===== src/rtl/heartbeat_generator.sv =====
// Heartbeat source for the watchdog: converts host activity strobes into a
// rate-limited single-cycle pulse train, with stale-activity cutoff and hold-off.
module heartbeat_generator #(
  parameter int HB_PERIOD   = 1000000,
  parameter int ACT_TIMEOUT = 4000000,
  parameter int HOLDOFF     = 256,
  parameter int CNT_W       = 32
) (
  input  logic        clk,
  input  logic        rst,
  input  logic        enable,
  input  logic        activity,
  input  logic        force_reset,
  output logic        heartbeat,
  output logic        alive,
  output logic [1:0]  state,
  output logic [15:0] hb_count
);

  typedef enum logic [1:0] {
    S_IDLE     = 2'd0,
    S_WAIT_ACT = 2'd1,
    S_ALIVE    = 2'd2,
    S_HOLDOFF  = 2'd3
  } state_t;

  localparam logic [CNT_W-1:0] PERIOD_LAST  = CNT_W'(HB_PERIOD - 1);
  localparam logic [CNT_W-1:0] TIMEOUT_LAST = CNT_W'(ACT_TIMEOUT - 1);
  localparam logic [CNT_W-1:0] HOLD_LAST    = CNT_W'(HOLDOFF - 1);

  state_t           r_state;
  logic             r_heartbeat;
  logic             r_alive;
  logic [15:0]      r_hb_count;
  logic [CNT_W-1:0] r_period_cnt;
  logic [CNT_W-1:0] r_idle_cnt;
  logic [CNT_W-1:0] r_hold_cnt;

  state_t           w_state_next;
  logic             w_hb_next;
  logic [CNT_W-1:0] w_period_next;
  logic [CNT_W-1:0] w_idle_next;
  logic [CNT_W-1:0] w_hold_next;

  always_comb begin
    w_state_next  = r_state;
    w_hb_next     = 1'b0;
    w_period_next = '0;
    w_idle_next   = '0;
    w_hold_next   = '0;
    if (!enable) begin
      w_state_next = S_IDLE;
    end else begin
      case (r_state)
        S_IDLE: begin
          w_state_next = S_WAIT_ACT;
        end
        S_WAIT_ACT: begin
          if (force_reset) begin
            w_state_next = S_HOLDOFF;
          end else if (activity) begin
            w_state_next = S_ALIVE;
            w_hb_next    = 1'b1;
          end
        end
        S_ALIVE: begin
          if (force_reset) begin
            w_state_next = S_HOLDOFF;
          end else if (r_idle_cnt == TIMEOUT_LAST && !activity) begin
            // Stale host: stop pulsing even if the period also expires now.
            w_state_next = S_WAIT_ACT;
          end else begin
            w_hb_next     = (r_period_cnt == PERIOD_LAST);
            w_period_next = w_hb_next ? '0 : r_period_cnt + 1'b1;
            w_idle_next   = activity ? '0 : r_idle_cnt + 1'b1;
          end
        end
        S_HOLDOFF: begin
          if (force_reset) begin
            w_hold_next = '0;
          end else if (r_hold_cnt == HOLD_LAST) begin
            w_state_next = S_WAIT_ACT;
          end else begin
            w_hold_next = r_hold_cnt + 1'b1;
          end
        end
        default: begin
          w_state_next = S_IDLE;
        end
      endcase
    end
  end

  always_ff @(posedge clk or posedge rst) begin
    if (rst) begin
      r_state      <= S_IDLE;
      r_heartbeat  <= 1'b0;
      r_alive      <= 1'b0;
      r_hb_count   <= '0;
      r_period_cnt <= '0;
      r_idle_cnt   <= '0;
      r_hold_cnt   <= '0;
    end else begin
      r_state      <= w_state_next;
      r_heartbeat  <= w_hb_next;
      r_alive      <= (w_state_next == S_ALIVE);
      r_hb_count   <= r_hb_count + 16'(w_hb_next);
      r_period_cnt <= w_period_next;
      r_idle_cnt   <= w_idle_next;
      r_hold_cnt   <= w_hold_next;
    end
  end

  assign heartbeat = r_heartbeat;
  assign alive     = r_alive;
  assign state     = r_state;
  assign hb_count  = r_hb_count;

endmodule


===== config.mk =====
export PLATFORM = sky130hd
export DESIGN_NAME = heartbeat_generator
export DESIGN_NICKNAME = d
export VERILOG_FILES = /design/src/rtl/heartbeat_generator.sv
export SDC_FILE = /design/constraint.sdc
export NUM_CORES = 1
export LEC_CHECK = 0
export CORE_UTILIZATION = 34
export CTS_CLUSTER_SIZE = 12
export DETAILED_ROUTE_END_ITERATION = 7
export PLACE_DENSITY = 0.48
export SYNTH_ARGS = -nofsm -noshare
export SYNTH_HDL_FRONTEND = slang
export SYNTH_SLANG_ARGS = --single-unit

===== constraint.sdc =====
create_clock -name clk -period 3.6 [get_ports clk]
set_input_delay 0.72 -clock clk [delete_from_list [all_inputs] [get_ports clk]]
set_output_delay 0.72 -clock clk [all_outputs]
set_load 0.01 [all_outputs]

After elaboration in Yosys (flattened, before gate mapping) --
Cells that the tools add are included.
Storage, ports and cells: register bits after elaboration 116, bits in latches 0, RAM bits 0, ROM bits 0, bits of input ports 5, output and inout port bits 20, logic and storage cells 49, memories kept 0
Cells by class: $add $sub $neg 4, $mul 0, div/mod/pow operators 0, $lt $le $gt $ge 0, eq/ne operators 7, shift-type cells 0, multiplexer cells 28, bitwise gates (word level) 0, reductions and logical operators 3
Operators with widths (number):
- $mux W32 | 14
- $add A32 B1 Y32 const B | 3
- $eq A32 B20 Y1 const B | 1
- $eq A32 B22 Y1 const B | 1
- $eq A32 B8 Y1 const B | 1
- $add A16 B1 Y16 | 1
- $mux W2 | 7
- $pmux W2 S4 | 1
- $eq A2 B2 Y1 const B | 3
- $mux W1 | 5
- $eq A2 B1 Y1 const B | 1
- $logic_not A2 Y1 | 1
- $pmux W1 S2 | 1
- $logic_and A1 B1 Y1 | 1
- $logic_not A1 Y1 | 1

Logic depth before layout (Yosys ltp) --
depth after elaboration 7, depth in mapped cells 12, gate-level depth less buffers 12

Worst setup path before layout --
No wires, ideal clock.
path kind input -> register, from input port activity, to register r_hb_count[14], in the netlist hb_count[14], setup time 0.080 ns, arrival 2.424 ns, data required time 3.520 ns, slack 1.096 ns, stages 11, path buffers 0, cell sequence nor4_1 -> nand3_1 -> or3_1 -> a32oi_1 -> nor2_1 -> ha_1 -> ha_1 -> nand2_1 -> nor2_1 -> nand4_1 -> xnor2_1
Between the ends: longest elaborated chain between the ends 7, elaborated cells on any way between the ends 9, those cells by class add/sub (1); mux (6); reduce/logical (2)
Ends and longest elaborated chain:
- start: declaration | line 12 | input logic activity,
- $logic_not A1 Y1 | line 69 | end else if (r_idle_cnt == TIMEOUT_LAST && !activity) begin
- $logic_and A1 B1 Y1 | line 69
- $mux W1 | line 69
- $mux W1 | line 67 | if (force_reset) begin
- $pmux W1 S2 * | line 54 | case (r_state)
- $mux W1 * | line 51 | if (!enable) begin
- net w_hb_next | line 40 | logic w_hb_next;
- $add A16 B1 Y16 * | line 107 | r_hb_count <= r_hb_count + 16'(w_hb_next);
- end signal: assignment | line 107
- end: declaration | line 34 | logic [15:0] r_hb_count;
The timed path passes the listed nets; every way through them passes the cells marked *.

Worst setup path in the final report --
from register r_period_cnt[0], to register r_hb_count[14], in the netlist hb_count[14]
Between the ends: longest elaborated chain between the ends 6
Ends and longest elaborated chain:
- start: declaration | line 35 | logic [CNT_W-1:0] r_period_cnt;
- start signal: assignment | line 108 | r_period_cnt <= w_period_next;
- $eq A32 B20 Y1 | line 73 | w_hb_next = (r_period_cnt == PERIOD_LAST);
- $mux W1 | line 69
- $mux W1 | line 67
- $pmux W1 S2 | line 54
- $mux W1 | line 51
- net w_hb_next | line 40
- $add A16 B1 Y16 | line 107
The timed path passes the listed nets, and every way through them passes these cells.

==> key figures <==
Critical path
  • Cell family with the largest share of critical-path delay: simple AND/OR/NAND/NOR gates
  • Worst r2r path cells: 12
  • Crit path buffers/inverters: 0
  • CP Capture Type: register
  • CP max-delay cell: nor4_1
  • Crit-path most repeated cell: ha_1
  • Reg-to-reg endpoint: hb_count[14]$_DFF_PP0_
  • Startpoint type of the worst setup path: register
  • Crit-path max FO: 5
  • CP Cell Sequence: ha_1 > and4_1 > nand2_1 > nor4_1 > a32oi_1 > nor2_1 > ha_1 > ha_1 > nand2_1 > nor2_1 > nand4_1 > xnor2_1
  • Crit Path Class: reg -> reg
  • CP Data Arrival Time: roughly 3.2 ns
  • WP data required: between 3 and 4 ns
  • Critical path's largest stage delay: approximately 0.43 ns
  • Worst reg2reg startpoint: r_period_cnt[0]$_DFF_PP0_
  • Setup slack, reg-to-reg: between 0.6 and 0.7 ns

Pwr
  • PwrDens: around 480 nW/um^2
  • Leakage: 0.00268 uW
  • VDD IR max: 0.000375 V

Global routing
  • Gr ovfl total: 0
  • Largest net degree at the start of global routing: roughly 120
  • GR Util All Layers: between 10% and 20%
  • Global-route wire length before repair: between 20000 and 25000 um
  • Initial antenna violation count: 0
  • Vias in the first global route: between 4000 and 5000

Timing
  • Final period util: between 80% and 90%
  • Slew Limit Fails: 0
  • Final worst setup slack: around 0.66 ns
  • Final min period: 2.94 ns
  • Worst clock skew: 0.0106 ns
  • Final Hold Viols: 0
  • RSZ-0062 raised after global routing: no
  • Final TNS setup: 0 ns
  • Slew margin rel.: 50.6%
  • F_max: 340 MHz
  • Final setup fails: 0
  • Slew @ Worst Pin: 0.735 ns

Status
  • Status: complete, no violations

Floorplan
  • I/O pin count: 25
  • # rows: 47
  • Die Area: 17600 um^2
  • Die height: between 100 and 150 um
  • Core footprint: 16600 um^2
  • Initial Utilization: between 30% and 40%
  • Chip width: around 130 um

Place
  • Dpl cell area: around 6300 um^2
  • Pre-CTS setup slack: around 0.29 ns
  • Port bufs: 24
  • RePlAce Congestion: just under 0.8
  • Post-DP HPWL: between 7000 and 8000 um

Logic synthesis
  • Largest family of logic cells by synthesized area: simple AND/OR/NAND/NOR gates
  • Post-synthesis mux area share: 0%
  • Post-Synth Simple-Gate Area: between 20% and 30%
  • Top cells by area, synth: dfrtp_1 (50%), xnor2_1 (9.2%), nor2_1 (7.1%)
  • Post-Syn Area: approximately 5800 um^2
  • Adder-cell share of the synthesized area: between 2 and 2.5%
  • Syn nets: ~610
  • Post-Synth XOR/XNOR Area: between 10% and 20%
  • Compound-Gate Fraction of Synth Area: 1.51%
  • Yosys warning total: 0
  • Top FF cell, synth: dfrtp_1
  • Yosys reg bits: ~120
  • Post-synth top area cell: dfrtp_1
  • Post-synth top cells: dfrtp_1 (116), nor2_1 (110), xnor2_1 (61)
  • Async set-or-reset flop fraction in the synthesized netlist: 100%
  • Syn Inst Count: approximately 600
  • Synth cell types: 38
  • EDFF count, synth: 0
  • Most common cell in the synthesized netlist: dfrtp_1
  • Synth top area share: between 40% and 50%
  • Mean area per synthesized cell: between 9 and 10 um^2
  • Register area share after synthesis: roughly half

Clock tree
  • Insertion delay to the later sink of the worst-skew pair: approximately 0.41 ns
  • Post-CTS Hold Buffers: 0
  • TritonCTS clock tree: done
  • Setup Buffers After CTS: 0
  • Htree depth: 4
  • Clk slew on worst S/H paths: ~0.060 ns
  • Clk sinks: about 120
  • CTS Buf Count: 17
  • Clock root buffer: clkbuf_16
  • Buffers from clock root to sink, at most: 2
  • Post_cts resized: 0

Routing
  • Initial DRT Pass Iterations: 4
  • WL per Instance: about 14 um
  • Via Count: around 4300
  • Total Wirelength: roughly 12000 um
  • DRT iter0 DRCs: between 150 and 200
  • Metal-1 WL: 6000 um
  • Metal3 WL: around 410 um
  • Top Layer Used: met4
  • Final ANT Viol Nets: 0
  • Drt drc: 0
  • DR vias/cell: about 5.0
  • Met2 WL: about 5600 um

Finish
  • Share of cells above drive strength 1: 7.37%
  • Post-route cell area: approximately 7000 um^2
  • Area Growth Syn to Fin: 19.8%
  • Final Net Count: 641
  • Diode count: 0

Worst hold path
  • Hold Path Depth: 1
  • Worst Hold End: hb_count[15]$_DFF_PP0_
  • Min-delay worst type: reg -> reg
  • Hold Crit Start: hb_count[15]$_DFF_PP0_

Run
  • MaxCap Viol Count: 0
[report_power, final]
part / switching, uW / internal, uW / total (uW)
Clock: 583 / 1330 / 1920
Sequential: 18.3 / 1320 / 1340
Combinational: 60.7 / 42.8 / 103
[logic make-up after synthesis]
logic type | count (synthesis)
adder cells (fa/ha/maj) | 10
buffers and inverters | 35
AO/OA/AOI/OAI | 13
XOR/XNOR | 103
AND/OR/NAND/NOR | 321
flip-flops | 116
[state kept, by name (all words and copies together), names as in the netlist]
register and cells:
r_period_cnt 32, heartbeat 1, state 2, hb_count 16
r_hold_cnt 32, alive 1, r_idle_cnt 32
[stage by stage]
stage               utilization [%]  cells  power [uW]  hold WS (ns)
finish                         41.9    858        3360         0.463
global route                   41.9    858        3470         0.496
CTS                            41.9    858        3410         0.470
detailed placement             37.8    827        1470         0.458
global placement               37.8    827        1470         0.448
floorplan                         -    598        1410         0.425
[worst max path at each step]
stage | from | endpoint | cells after the start
global route | r_period_cnt[0]$_DFF_PP0_ | hb_count[14]$_DFF_PP0_ | 12
detailed placement | activity | hb_count[14]$_DFF_PP0_ | 12
floorplan | activity | hb_count[14]$_DFF_PP0_ | 11
global placement | activity | hb_count[14]$_DFF_PP0_ | 12
CTS | r_period_cnt[0]$_DFF_PP0_ | hb_count[14]$_DFF_PP0_ | 12
finish | r_period_cnt[0]$_DFF_PP0_ | hb_count[14]$_DFF_PP0_ | 12
[final cells by class]
cell class	instances	area (um^2)
Clock buffer	23	508
Clock inverter	8	169
Multi-Input combinational cell	447	2760
Sequential cell	116	2900
Inverter	14	56.3
Fill cell	1599	9670
Tap cell	220	275
Timing Repair Buffer	30	298
[cells in the final DEF, fill, tap and decap left out, drive strengths merged, types with 2 or more instances in the layout]
cell             n
nor4            26
dfrtp          116
a21oi            2
nor2           110
bufinv           5
buf              6
or2              3
nand4           28
or3              5
xnor2           61
nand2b           2
and4            14
nand2           35
clkbuf          23
nor3b            2
and2             3
clkdlybuf4s50   24
nor3            26
inv             13
o21ai            4
xor2            42
and3            13
nand3           48
ha              10
nor4b            3
clkinv           3
o31ai            2
[metal layers]
metal | GRT usage (%) | up-vias
met3 | 4.75 | 9
met1 | 19.8 | 2128
li1 | - | 2117
met2 | 23.4 | 58
met5 | 0 | -
met4 | 4.73 | 0
Note: power is estimated with default switching activity, not from simulation.
